$ cat src/rtl/mvm_pkg.sv
// Shared types and sizing helpers for the UART matrix-vector multiply engine.
package mvm_pkg;

    typedef enum logic [2:0] {
        ST_IDLE,
        ST_LOAD_K,
        ST_LOAD_X,
        ST_COMPUTE,
        ST_SEND
    } state_t;

    localparam logic [7:0] OP_LOAD_K = 8'h01;
    localparam logic [7:0] OP_LOAD_X = 8'h02;

    // Exact width of a C-term dot product of W_X by W_K operands.
    function automatic int unsigned acc_width(input int unsigned w_x, input int unsigned w_k,
                                              input int unsigned c);
        return w_x + w_k + int'($clog2(c));
    endfunction

    function automatic int unsigned bytes_per_y(input int unsigned w_y);
        return (w_y + 7) / 8;
    endfunction

    // Counter width able to index n entries, never below one bit.
    function automatic int unsigned idx_width(input int unsigned n);
        return (n > 1) ? int'($clog2(n)) : 1;
    endfunction

endpackage

$ cat src/rtl/mvm_stream_engine_if.sv
// Byte-stream and status bundle between the UART pair and the MVM engine.
interface mvm_stream_engine_if;
    logic [7:0] s_data;
    logic       s_valid;
    logic       s_ready;
    logic [7:0] m_data;
    logic       m_valid;
    logic       m_ready;
    logic       k_loaded;
    logic       busy;
    logic       err;

    modport master (
        output s_data, s_valid, m_ready,
        input  s_ready, m_data, m_valid, k_loaded, busy, err
    );

    modport slave (
        input  s_data, s_valid, m_ready,
        output s_ready, m_data, m_valid, k_loaded, busy, err
    );
endinterface

$ cat src/rtl/mvm_mac.sv
// Single multiply-accumulate: extends operands per SIGNED, exact W_ACC accumulator.
module mvm_mac #(
    parameter int unsigned W_X    = 4,
    parameter int unsigned W_K    = 4,
    parameter int unsigned W_ACC  = 9,
    parameter bit          SIGNED = 1'b1
) (
    input  logic             clk,
    input  logic             rst,
    input  logic             clear,
    input  logic             en,
    input  logic [W_X-1:0]   x,
    input  logic [W_K-1:0]   k,
    output logic [W_ACC-1:0] sum_c
);

    logic [W_ACC-1:0] acc;
    logic [W_ACC-1:0] x_ext;
    logic [W_ACC-1:0] k_ext;
    logic [W_ACC-1:0] prod;

    // Modular W_ACC arithmetic is exact for both signednesses at this width.
    always_comb begin
        if (SIGNED) begin
            x_ext = W_ACC'($signed(x));
            k_ext = W_ACC'($signed(k));
        end else begin
            x_ext = W_ACC'(x);
            k_ext = W_ACC'(k);
        end
        prod  = x_ext * k_ext;
        sum_c = (clear ? '0 : acc) + prod;
    end

    always_ff @(posedge clk) begin
        if (rst) begin
            acc <= '0;
        end else if (en) begin
            acc <= sum_c;
        end
    end

endmodule

$ cat src/rtl/mvm_stream_engine.sv
// Byte-stream matrix-vector multiply engine: persistent K, Y = K*X, serial MAC.
// Define MVM_SATURATE_EN to clamp Y to the output range instead of wrapping.
module mvm_stream_engine
    import mvm_pkg::*;
#(
    parameter int unsigned R       = 2,
    parameter int unsigned C       = 2,
    parameter int unsigned W_X     = 4,
    parameter int unsigned W_K     = 4,
    parameter int unsigned W_Y_OUT = 8,
    parameter bit          SIGNED  = 1'b1
) (
    input logic                clk,
    input logic                rst,
    mvm_stream_engine_if.slave bus
);

    localparam int unsigned W_ACC  = acc_width(W_X, W_K, C);
    localparam int unsigned NB     = bytes_per_y(W_Y_OUT);
    localparam int unsigned N_K    = R * C;
    localparam int unsigned W_KI   = idx_width(N_K);
    localparam int unsigned W_CI   = idx_width(C);
    localparam int unsigned W_RI   = idx_width(R);
    localparam int unsigned W_BI   = idx_width(NB);
    localparam int unsigned W_SER  = NB * 8;
    localparam int unsigned W_WIDE = ((W_ACC > W_Y_OUT) ? W_ACC : W_Y_OUT) + 1;

`ifdef MVM_SATURATE_EN
    localparam logic [W_WIDE-1:0] Y_MAX = SIGNED ?
        ((W_WIDE'(1) << (W_Y_OUT - 1)) - W_WIDE'(1)) :
        ((W_WIDE'(1) << W_Y_OUT) - W_WIDE'(1));
    localparam logic [W_WIDE-1:0] Y_MIN = SIGNED ? ~Y_MAX : '0;
`endif

    state_t             state;
    logic [W_KI-1:0]    load_idx;
    logic [W_CI-1:0]    col;
    logic [W_RI-1:0]    row;
    logic [W_RI-1:0]    out_row;
    logic [W_BI-1:0]    out_byte;
    logic               out_last;

    logic [W_K-1:0]     k_mem [N_K];
    logic [W_X-1:0]     x_mem [C];
    logic [W_Y_OUT-1:0] y_mem [R];

    logic               s_xfer;
    logic               mac_clear;
    logic               mac_en;
    logic [W_ACC-1:0]   sum_c;
    logic [W_WIDE-1:0]  acc_ext;
    logic [W_Y_OUT-1:0] y_red;
    logic [W_SER-1:0]   y_ext;
    logic [7:0]         ser_byte;
    logic               ser_is_last;

    assign s_xfer    = bus.s_valid & bus.s_ready;
    assign mac_clear = (col == '0);
    assign mac_en    = (state == ST_COMPUTE);

    mvm_mac #(
        .W_X    (W_X),
        .W_K    (W_K),
        .W_ACC  (W_ACC),
        .SIGNED (SIGNED)
    ) u_mac (
        .clk   (clk),
        .rst   (rst),
        .clear (mac_clear),
        .en    (mac_en),
        .x     (x_mem[col]),
        .k     (k_mem[load_idx]),
        .sum_c (sum_c)
    );

    // Reduce the finished row sum to W_Y_OUT bits.
    always_comb begin
        if (SIGNED) begin
            acc_ext = W_WIDE'($signed(sum_c));
        end else begin
            acc_ext = W_WIDE'(sum_c);
        end
`ifdef MVM_SATURATE_EN
        if ($signed(acc_ext) > $signed(Y_MAX)) begin
            y_red = W_Y_OUT'(Y_MAX);
        end else if ($signed(acc_ext) < $signed(Y_MIN)) begin
            y_red = W_Y_OUT'(Y_MIN);
        end else begin
            y_red = W_Y_OUT'(acc_ext);
        end
`else
        y_red = W_Y_OUT'(acc_ext);
`endif
    end

    // Little-endian byte of the Y element at the serialiser pointer.
    always_comb begin
        if (SIGNED) begin
            y_ext = W_SER'($signed(y_mem[out_row]));
        end else begin
            y_ext = W_SER'(y_mem[out_row]);
        end
        ser_byte    = y_ext[{out_byte, 3'b000} +: 8];
        ser_is_last = (out_row == W_RI'(R - 1)) && (out_byte == W_BI'(NB - 1));
    end

    always_ff @(posedge clk) begin
        if (rst) begin
            state        <= ST_IDLE;
            load_idx     <= '0;
            col          <= '0;
            row          <= '0;
            out_row      <= '0;
            out_byte     <= '0;
            out_last     <= 1'b0;
            bus.s_ready  <= 1'b1;
            bus.m_valid  <= 1'b0;
            bus.m_data   <= '0;
            bus.k_loaded <= 1'b0;
            bus.busy     <= 1'b0;
            bus.err      <= 1'b0;
            for (int i = 0; i < int'(N_K); i++) k_mem[i] <= '0;
            for (int i = 0; i < int'(C); i++)   x_mem[i] <= '0;
            for (int i = 0; i < int'(R); i++)   y_mem[i] <= '0;
        end else begin
            bus.err <= 1'b0;
            unique case (state)
                ST_IDLE: begin
                    if (s_xfer) begin
                        load_idx <= '0;
                        if (bus.s_data == OP_LOAD_K) begin
                            state        <= ST_LOAD_K;
                            bus.k_loaded <= 1'b0;
                        end else if (bus.s_data == OP_LOAD_X && bus.k_loaded) begin
                            state <= ST_LOAD_X;
                        end else begin
                            bus.err <= 1'b1;
                        end
                    end
                end
                ST_LOAD_K: begin
                    if (s_xfer) begin
                        k_mem[load_idx] <= bus.s_data[W_K-1:0];
                        if (load_idx == W_KI'(N_K - 1)) begin
                            state        <= ST_IDLE;
                            bus.k_loaded <= 1'b1;
                        end else begin
                            load_idx <= load_idx + W_KI'(1);
                        end
                    end
                end
                ST_LOAD_X: begin
                    if (s_xfer) begin
                        x_mem[W_CI'(load_idx)] <= bus.s_data[W_X-1:0];
                        if (load_idx == W_KI'(C - 1)) begin
                            state       <= ST_COMPUTE;
                            bus.s_ready <= 1'b0;
                            bus.busy    <= 1'b1;
                            load_idx    <= '0;
                            row         <= '0;
                            col         <= '0;
                        end else begin
                            load_idx <= load_idx + W_KI'(1);
                        end
                    end
                end
                // load_idx walks K row-major while row/col track the dot product.
                ST_COMPUTE: begin
                    load_idx <= load_idx + W_KI'(1);
                    if (col == W_CI'(C - 1)) begin
                        y_mem[row] <= y_red;
                        col        <= '0;
                        if (row == W_RI'(R - 1)) begin
                            state    <= ST_SEND;
                            out_row  <= '0;
                            out_byte <= '0;
                            out_last <= 1'b0;
                        end else begin
                            row <= row + W_RI'(1);
                        end
                    end else begin
                        col <= col + W_CI'(1);
                    end
                end
                ST_SEND: begin
                    if (!bus.m_valid || bus.m_ready) begin
                        if (bus.m_valid && out_last) begin
                            state       <= ST_IDLE;
                            bus.m_valid <= 1'b0;
                            bus.s_ready <= 1'b1;
                            bus.busy    <= 1'b0;
                            out_last    <= 1'b0;
                        end else begin
                            bus.m_valid <= 1'b1;
                            bus.m_data  <= ser_byte;
                            out_last    <= ser_is_last;
                            if (!ser_is_last) begin
                                if (out_byte == W_BI'(NB - 1)) begin
                                    out_byte <= '0;
                                    out_row  <= out_row + W_RI'(1);
                                end else begin
                                    out_byte <= out_byte + W_BI'(1);
                                end
                            end
                        end
                    end
                end
                default: begin
                    state <= ST_IDLE;
                end
            endcase
        end
    end

endmodule

$ cat src/flat_wrapper.sv
// flat-port wrapper written by rule: the top's interface ports become plain ports
module mvm_stream_engine_flat import mvm_pkg::*;
#(
    parameter int unsigned R       = 2,
    parameter int unsigned C       = 2,
    parameter int unsigned W_X     = 4,
    parameter int unsigned W_K     = 4,
    parameter int unsigned W_Y_OUT = 8,
    parameter bit          SIGNED  = 1'b1
)
  (clk, rst, bus_s_data, bus_s_valid, bus_m_ready, bus_s_ready, bus_m_data, bus_m_valid, bus_k_loaded, bus_busy, bus_err);
  mvm_stream_engine_if bus_i ();
  input logic clk;
  input logic rst;
  input wire logic [$bits(bus_i.s_data)-1:0] bus_s_data;
  input wire logic [$bits(bus_i.s_valid)-1:0] bus_s_valid;
  input wire logic [$bits(bus_i.m_ready)-1:0] bus_m_ready;
  output wire logic [$bits(bus_i.s_ready)-1:0] bus_s_ready;
  output wire logic [$bits(bus_i.m_data)-1:0] bus_m_data;
  output wire logic [$bits(bus_i.m_valid)-1:0] bus_m_valid;
  output wire logic [$bits(bus_i.k_loaded)-1:0] bus_k_loaded;
  output wire logic [$bits(bus_i.busy)-1:0] bus_busy;
  output wire logic [$bits(bus_i.err)-1:0] bus_err;
  assign bus_i.s_data = bus_s_data;
  assign bus_i.s_valid = bus_s_valid;
  assign bus_i.m_ready = bus_m_ready;
  assign bus_s_ready = bus_i.s_ready;
  assign bus_m_data = bus_i.m_data;
  assign bus_m_valid = bus_i.m_valid;
  assign bus_k_loaded = bus_i.k_loaded;
  assign bus_busy = bus_i.busy;
  assign bus_err = bus_i.err;
  mvm_stream_engine #(.R(R), .C(C), .W_X(W_X), .W_K(W_K), .W_Y_OUT(W_Y_OUT), .SIGNED(SIGNED)) u_core (.clk(clk), .rst(rst), .bus(bus_i));
endmodule
$ cat config.mk
export PLATFORM = sky130hd
export DESIGN_NAME = mvm_stream_engine_flat
export DESIGN_NICKNAME = d
export VERILOG_FILES = /design/src/rtl/mvm_pkg.sv /design/src/rtl/mvm_stream_engine_if.sv /design/src/rtl/mvm_mac.sv /design/src/rtl/mvm_stream_engine.sv /design/src/flat_wrapper.sv
export SDC_FILE = /design/constraint.sdc
export NUM_CORES = 1
export LEC_CHECK = 0
export CORE_UTILIZATION = 45
export DETAILED_ROUTE_END_ITERATION = 8
export PLACE_DENSITY = 0.63
export SYNTH_ARGS = -nofsm -noshare
export SYNTH_HDL_FRONTEND = slang
export SYNTH_SLANG_ARGS = --single-unit
$ cat constraint.sdc
create_clock -name clk -period 5.45 [get_ports clk]
set_input_delay 0.545 -clock clk [delete_from_list [all_inputs] [get_ports clk]]
set_output_delay 0.545 -clock clk [all_outputs]
set_load 0.05 [all_outputs]
# After elaboration in Yosys (flattened, before gate mapping)
# Memories as Yosys holds them, arrays and structs flattened. A register that Yosys moved wholly into a read port is not among the register bits.
# Index checks and enable logic that the tools add are counted.
dict set report word_totals {
  ff_bits 32
  ram_bits 40
  in_bits 12
  wordCells 163
  mem_count 3
}
# name words width rd rd_ports_with_merged_regs write_ports line_no
set mem_list {}
lappend mem_list {u_core.k_mem 4 4 1 1 4 mvm_stream_engine.sv:43} ;# logic [W_K-1:0] k_mem [N_K];
lappend mem_list {u_core.y_mem 2 8 1 1 2 mvm_stream_engine.sv:45} ;# logic [W_Y_OUT-1:0] y_mem [R];
lappend mem_list {u_core.x_mem 2 4 1 1 2 mvm_stream_engine.sv:44} ;# logic [W_X-1:0] x_mem [C];
dict set report classes {
  n_addsub 6
  mul 1
  n_eq_ne 23
  shifts 1
  n_mux 84
  n_bitwise 5
  reduce_logical 26
}
# operator n
set op_table {}
lappend op_table {{two-way mux 1 bit} 51}
lappend op_table {{two-way mux 3 bit} 11}
lappend op_table {{!= test 2 x 1 -> 1 bit, second input constant} 10}
lappend op_table {{two-way mux 2 bit} 8}
lappend op_table {{case mux 1 bit (2 select lines)} 8}
lappend op_table {{case mux 3 bit (5 select lines)} 1}
lappend op_table {{AND reduction 5 bit} 3}
lappend op_table {{OR reduction 4 bit} 3}
lappend op_table {{AND reduction 10 bit} 1}
lappend op_table {{adder 9 bit} 1}
lappend op_table {{two-way mux 9 bit} 1}
lappend op_table {{equality test 8 x 1 -> 1 bit, second input constant} 1}
lappend op_table {{equality test 8 x 2 -> 1 bit, second input constant} 1}
lappend op_table {{multiplier 4 x 4 -> 8 bit} 1}
lappend op_table {{two-way mux 4 bit} 2}
lappend op_table {{two-way mux 8 bit} 1}
lappend op_table {{!= test 2 bit, second input constant} 4}
lappend op_table {{case mux 2 bit (4 select lines)} 1}
lappend op_table {{AND reduction 4 bit} 2}
lappend op_table {{nonzero test 2 bit} 4}
lappend op_table {{OR reduction 8 bit} 1}
lappend op_table {{variable part select 8 x 5 -> 8 bit} 1}
lappend op_table {{AND reduction 7 bit} 1}
lappend op_table {{equality test 3 x 2 -> 1 bit, second input constant} 2}
lappend op_table {{other kinds (17)} 26}

# Depth between registers and ports, before layout
# Gate-level depths: netlist (run 1).
dict set report logic_depth {
  word_depth 8
  depth_mapped 18
}

# Modules after synthesis
# A second synthesis (run 1) with hierarchy kept.
dict set report hier_totals {
  cells_unflattened 390
  area_unflattened_um2 4261.6
}
# mod instances cells_per_inst area_per_inst_um2
set by_module_without_submodules {}
lappend by_module_without_submodules {mvm_stream_engine 1 251 2951.6}
lappend by_module_without_submodules {mvm_mac 1 139 1310.0}

# Worst setup path after synthesis (run 1)
# Ideal clock, no wire load.
dict set report synth_timing {
  kind {flip-flop to flip-flop}
  from {register (tool-made name)}
  to {memory u_core.y_mem[0][7] (data pin)}
  arrival_time_ns 4.330
  setup_slack_ns 0.856
  path_stages_with_launch 15
  n_path_buf 0
  synth_period_minus_slack_ns 4.594
  cell_sequence {dfxtp_1 > mux4_1 > nand2b_1 > fa_1 > fa_1 > fa_1 > inv_1 > ha_1 > fa_1 > xor2_1 > ha_1 > or3_1 > a31oi_1 > xnor2_1 > nor2_1}
}
# item line_no
set synth_lines {}
lappend synth_lines {{end, declared} mvm_stream_engine.sv:45}

==> flow_metrics.env, run 1 <==
export IMPL_crit_fanout=4
export IMPL_min_path_type="reg -> reg"
export IMPL_dp_hpwl_um=5600
export IMPL_ys_seq_elements=74
export IMPL_drtIter0Drc=98
export IMPL_portBuffers=24
export IMPL_synth_commonest_cells="44 x nor2_1, 40 x edfxtp_1, 34 x dfxtp_1, 33 x and2_1"
export IMPL_numCtsBuffers=9
export IMPL_dieHeight_um=97.4
export IMPL_synth_xor_area_frac=0.0315
export IMPL_worstPathRequired_ns=5.53
export IMPL_num_nets_final=451
export IMPL_synth_cells=385
export IMPL_ctsResizeCount=0
export IMPL_cts_path_max_buffers=2
export IMPL_hold_viol_final=0
export IMPL_min_path_cells=2
export IMPL_core_um2=8760
export IMPL_vdd_drop_max_v=0.000125
export IMPL_nFillCells=807
export IMPL_diodes=0
export IMPL_htree_levels=3
export IMPL_fin_skew_ns=0.0111
export IMPL_ff_latch_area_um2=1880
export IMPL_clock_latency_ns=0.34
export IMPL_yosysWarningCount=0
export IMPL_synth_top_flop_cell="edfxtp_1"
export IMPL_wl_met3_um=151
export IMPL_fp_dieArea_um2=9480
export IMPL_wl_um=7460
export IMPL_fin_util=0.529
export IMPL_num_io_pins=25
export IMPL_power_mw=1.15
export IMPL_ys_async_sr_fraction=0
export IMPL_worst_pin_slew_ns=1.13
export IMPL_met1_length_um=3630
export IMPL_synth_edf_count=40
export IMPL_synthTopCellsByArea="edfxtp_1 29%, dfxtp_1 17%, ha_1 6.7%"
export IMPL_vias=2790
export IMPL_row_count=34
export IMPL_drt_antenna_violating_nets=0
export IMPL_synth_adder_area_share=0.116
export IMPL_synthDominantCellAreaShare=0.294
export IMPL_multi_input_area_um2=2100
export IMPL_setup_tns_ns=0
export IMPL_cts_tree="yes"
export IMPL_rsz0062_at_grt="no"
export IMPL_overflow=0
export IMPL_status="complete, no violations"
export IMPL_synthSimpleGateAreaFrac=0.202
export IMPL_grt_pass1_vias=2700
export IMPL_cts_root_buf="clkbuf_8"
export IMPL_yosysTopAreaCell="edfxtp_1"
export IMPL_netlist_area_um2=4090
export IMPL_cp_start_kind="flop"
export IMPL_drc_errors=0
export IMPL_postCtsHoldBufs=0
export IMPL_path_class="reg -> reg"
export IMPL_crit_arrival_ns=4.89
export IMPL_pwr_density_cell_nw_per_um2=247
export IMPL_grt_max_degree=31
export IMPL_detail_route_first_pass_iterations=4
export IMPL_wl_met2_um=3580
export IMPL_antenna_found_initial=0
export IMPL_postCtsSetupRepairBufs=0
export IMPL_start_util=0.467
export IMPL_endpoint_kind="flop"
export IMPL_cts_sinks=74
export IMPL_gp_congestion=0.860
export IMPL_ys_seq_area_frac=0.460
export IMPL_synth_mux_area_frac=0.0657
export IMPL_syn2layout_area_growth_pct=13.2
export IMPL_synth_area_per_cell_um2=10.6
export IMPL_synth_compound_area_frac=0.0966
export IMPL_grt_util_all_layers=0.173
export IMPL_vias_per_cell=5.37
export IMPL_avgRoutedWirePerCell_um=14.3
export IMPL_min_period_ns=4.81
export IMPL_timing_fmax_mhz=208
export IMPL_p_leak_nw=1.76
export IMPL_grt_pass1_wl_um=13100
export IMPL_ff2ff_path_depth=13
export IMPL_die_w_um=97.4
export IMPL_top_layer="met4"
export IMPL_synth_most_common_cell="nor2_1"
export IMPL_finalCritPeriodShare=0.882
export IMPL_setup_viol=0
export IMPL_drive_gt1_frac=0.0898
export IMPL_synth_nets=429
export IMPL_ys_types=52
export IMPL_synth_top_family_by_area="simple AND/OR/NAND/NOR gates"
export IMPL_maxSlewViolCount=0
export IMPL_slew_limit_headroom=0.247
export IMPL_pre_cts_ws_ns=0.623
export IMPL_fin_ws_ns=0.641
export IMPL_cap_violations=0
export IMPL_clkTransAtPathRegs_ns=0.08
[cell usage in the layout (no fill, tap or decap), drive strengths merged, types with 5 or more instances in the layout]
master	synthesis	routed
nand2b	10	10
fa	10	10
and2	33	33
xnor2	11	11
nand2	20	20
o21ai	8	8
ha	22	22
mux2i	16	16
nor3	10	10
inv	16	17
nor4	5	5
clkdlybuf4s50	0	24
clkbuf	11	10
edfxtp	40	40
nor2b	11	11
a21o	5	5
nor2	45	45
or2	5	5
a211oi	12	12
dfxtp	34	34
a21oi	22	22
[worst paths after layout]
check	startpoint	end	slack, ns
worst max register to register	flop	u_core.y_mem[0][6]	0.64
worst min register to register	u_core.u_mac.acc[1]	u_core.u_mac.acc[1]	0.45
worst max-delay path	flop	u_core.y_mem[0][6]	0.64
worst min-delay path	u_core.u_mac.acc[1]	u_core.u_mac.acc[1]	0.45
[layer usage]
layer / global-route usage / vias up
met5: 0 / -
met4: 0.0543 / 0
met3: 0.0396 / 10
met2: 0.277 / 28
met1: 0.234 / 1359
li1: - / 1393
[through the flow]
| step | cells | cell area [um^2] | hold slack, ns |
|---|---|---|---|
| 6_report | 520 | 4630 | 0.455 |
| 5_1_grt | 520 | 4630 | 0.490 |
| 4_1_cts | 520 | 4630 | 0.460 |
| 3_5_place_dp | 504 | 4420 | 0.450 |
| 3_3_place_gp | 504 | 4420 | 0.438 |
| 2_1_floorplan | 385 | 4090 | 0.432 |
[sequential cells by signal, summed over array words and instances, names as in the netlist, named ones only]
name,cells
u_core.y_mem,16
u_core.out_last,1
u_core.bus.m_data,8
u_core.state,3
u_core.bus.busy,1
u_core.bus.err,1
u_core.u_mac.acc,8
u_core.row,1
u_core.bus.k_loaded,1
u_core.k_mem,16
u_core.bus.m_valid,1
u_core.x_mem,8
u_core.col,1
u_core.load_idx,2
u_core.out_row,1
u_core.bus.s_ready,1
[area by class of cell]
| cell class | count | share of cell area |
|---|---|---|
| multi-input combinational | 281 | 0.452 |
| sequential | 74 | 0.406 |
| timing repair buffer | 25 | 0.0535 |
| clock buffer | 10 | 0.0321 |
| tap | 108 | 0.0292 |
| clock inverter | 6 | 0.0135 |
| inverter | 16 | 0.0130 |
[cell families (layout without fill, tap and decap cells)]
family	Yosys count	after routing
AO/OA/AOI/OAI	60	60
XOR/XNOR	13	13
adder cells (fa/ha/maj)	32	32
buffers and inverters	30	57
flip-flops	74	74
multiplexers	21	21
AND/OR/NAND/NOR	155	155
[worst max-delay path, stage by stage, from the launching register on]
cell,delay [ns]
dfxtp_1,0.44
mux4_1,0.65
nand2b_1,0.13
fa_1,0.44
fa_1,0.49
fa_1,0.51
inv_1,0.04
ha_1,0.21
fa_1,0.44
ha_1,0.33
inv_1,0.09
o211a_1,0.23
nor4_1,0.48
nor2_1,0.08
[where the power goes]
group / leakage, nW / internal, mW / switching, mW / total, mW
sequential: 0.687 / 0.596 / 0.00321 / 0.599
combinational: 0.963 / 0.0431 / 0.0578 / 0.101
clock: 0.112 / 0.239 / 0.207 / 0.446
total: 1.76 / 0.878 / 0.268 / 1.15
Note: power is estimated with default switching activity, not from simulation.
==> run 2, diff against run 1 <==
--- a/config.mk
+++ b/config.mk
@@ -5,7 +5,9 @@
 export SDC_FILE = /design/constraint.sdc
 export NUM_CORES = 1
 export LEC_CHECK = 0
+export CAP_MARGIN = 15
 export CORE_UTILIZATION = 45
+export CTS_CLUSTER_DIAMETER = 50
 export DETAILED_ROUTE_END_ITERATION = 8
 export PLACE_DENSITY = 0.63
 export SYNTH_ARGS = -nofsm -noshare
==> run 2 against run 1 <==
  * Combinational power about the same
  * Maximum frequency about the same
  * Flip-flop and latch count unchanged
  * Sequential power about the same
  * Critical path type unchanged
  * Largest cell class unchanged
  * Largest power group unchanged
==> flow_metrics.env, run 2 (synthesis results as in run 1) <==
export IMPL_num_nets_final=452
export IMPL_gr_usage_met1=0.234
export IMPL_fin_hold_ws_ns=0.455
export IMPL_drc_errors=0
export IMPL_grt_use_met3=0.0396
export IMPL_wl_um=7460
export IMPL_gp_congestion=0.860
export IMPL_postCtsHoldBufs=0
export IMPL_grt_pass1_wl_um=13100
export IMPL_pwr_density_cell_nw_per_um2=247
export IMPL_vias_per_cell=5.34
export IMPL_pre_cts_ws_ns=0.623
export IMPL_postCtsSetupRepairBufs=0
export IMPL_numCtsBuffers=9
export IMPL_clock_latency_ns=0.34
export IMPL_crit_arrival_ns=4.89
export IMPL_num_io_pins=25
export IMPL_worst_pin_slew_ns=0.619
export IMPL_min_path_type="reg -> reg"
export IMPL_worstPathRequired_ns=5.53
export IMPL_vias=2781
export IMPL_grt_util_all_layers=0.173
export IMPL_min_path_cells=2
export IMPL_maxSlewViolCount=0
export IMPL_reg2reg_slack_ns=0.64
export IMPL_min_period_ns=4.81
export IMPL_path_class="reg -> reg"
export IMPL_finalCritPeriodShare=0.882
export IMPL_fin_ws_ns=0.645
export IMPL_cts_root_buf="clkbuf_8"
export IMPL_htree_levels=3
export IMPL_drive_gt1_frac=0.0920
export IMPL_detail_route_first_pass_iterations=4
export IMPL_syn2layout_area_growth_pct=13.9
export IMPL_setup_tns_ns=0
export IMPL_fin_skew_ns=0.0102
export IMPL_grt_max_degree=31
export IMPL_hold_viol_final=0
export IMPL_die_w_um=97.4
export IMPL_cts_path_max_buffers=2
export IMPL_hold_start="u_core.u_mac.acc[1]"
export IMPL_slew_limit_headroom=0.588
export IMPL_reg_top3="u_core.k_mem: 16 flops, u_core.y_mem: 16 flops"
export IMPL_fin_util=0.532
export IMPL_dp_hpwl_um=5600
export IMPL_overflow=0
export IMPL_setup_viol=0
export IMPL_cap_violations=0
export IMPL_slowest_delay_ns=0.65
export IMPL_clkTransAtPathRegs_ns=0.08
export IMPL_ctsResizeCount=0
export IMPL_rsz0062_at_grt="no"
export IMPL_critPathSlowestCell="mux4_1"
export IMPL_fp_dieArea_um2=9480
export IMPL_nFillCells=803
export IMPL_diodes=0
export IMPL_grt_pass1_vias=2700
export IMPL_ff2ff_path_depth=13
export IMPL_r2r_end="u_core.y_mem[0][6]"
export IMPL_drtIter0Drc=120
export IMPL_avgRoutedWirePerCell_um=14.3
export IMPL_multi_input_area_um2=2100
export IMPL_dieHeight_um=97.4
export IMPL_cts_sinks=74
export IMPL_cts_tree="yes"
export IMPL_critPathMostFrequentCell="fa_1"
export IMPL_final_common_cell="nor2_1"
export IMPL_cp_cell_sequence="mux4_1 -> nand2b_1 -> fa_1 -> fa_1 -> fa_1 -> inv_1 -> ha_1 -> fa_1 -> ha_1 -> inv_1 -> o211a_1 -> nor4_1 -> nor2_1"
export IMPL_final_cell_mix="44 x nor2_1, 40 x edfxtp_1, 34 x dfxtp_1, 33 x and2_1, 24 x clkdlybuf4s50_1"
export IMPL_busiest_layer="met2"
export IMPL_cp_start_kind="flop"
export IMPL_core_um2=8760
export IMPL_antenna_found_initial=0
export IMPL_power_mw=1.15
export IMPL_ff_latch_area_um2=1880
export IMPL_whs_endpoint="u_core.u_mac.acc[1]"
export IMPL_start_util=0.467
export IMPL_drt_antenna_violating_nets=0
export IMPL_p_leak_nw=1.77
export IMPL_row_count=34
export IMPL_vdd_drop_max_v=0.000125
export IMPL_status="complete, no violations"
export IMPL_endpoint_kind="flop"
export IMPL_crit_fanout=4
export IMPL_portBuffers=24
export IMPL_grtUsageMet2=0.277
export IMPL_timing_fmax_mhz=208
## run 2: cell count changes in the layout (fill, tap and decap cells not counted)
| cell | previous run | this run |
|---|---|---|
| buf_16 | 0 | 1 |
## run 2: how the worst max path moves through the flow
| stage | start | to | slack (ns) | cells past startpoint |
|---|---|---|---|---|
| 2_1_floorplan | flop | u_core.y_mem[0][7] | 0.86 | 14 |
| 3_3_place_gp | flop | u_core.y_mem[0][7] | 0.74 | 14 |
| 3_5_place_dp | flop | u_core.y_mem[0][7] | 0.62 | 14 |
| 4_1_cts | flop | u_core.y_mem[0][7] | 0.60 | 14 |
| 5_1_grt | flop | u_core.y_mem[0][7] | 0.36 | 14 |
| 6_report | flop | u_core.y_mem[0][6] | 0.64 | 13 |
## run 2: layout make-up
cell class                      instances  area share
Multi-Input combinational cell        281       0.450
Sequential cell                        74       0.404
Timing Repair Buffer                   26      0.0591
Clock buffer                           10      0.0320
Tap cell                              108      0.0290
Clock inverter                          6      0.0134
Inverter                               16      0.0129
## run 2: through the flow
step | std cells | area [um^2]
final | 521 | 4660
after global routing | 521 | 4660
after CTS | 520 | 4630
after detailed placement | 504 | 4420
after global placement | 504 | 4420
after floorplan | 385 | 4090
## run 2: critical path, delay by kind of cell (launching register included)
| kind | cells | cell delay [ns] |
|---|---|---|
| mux | 1 | 0.65 |
| fa+ha+maj | 6 | 2.42 |
| compound gates | 1 | 0.23 |
| simple gates | 3 | 0.68 |
| flops | 1 | 0.44 |
| buf+inv | 2 | 0.13 |
## run 2: metal layers
metal,routed length [um],vias up
met1,3590,1339
met5,0,-
li1,-,1399
met3,192,9
met2,3590,34
met4,86,0
## run 2: where the power goes
group	switching, mW	total (mW)	internal, mW
combinational	0.0582	0.103	0.0451
sequential	0.00322	0.599	0.596
clock	0.208	0.447	0.239
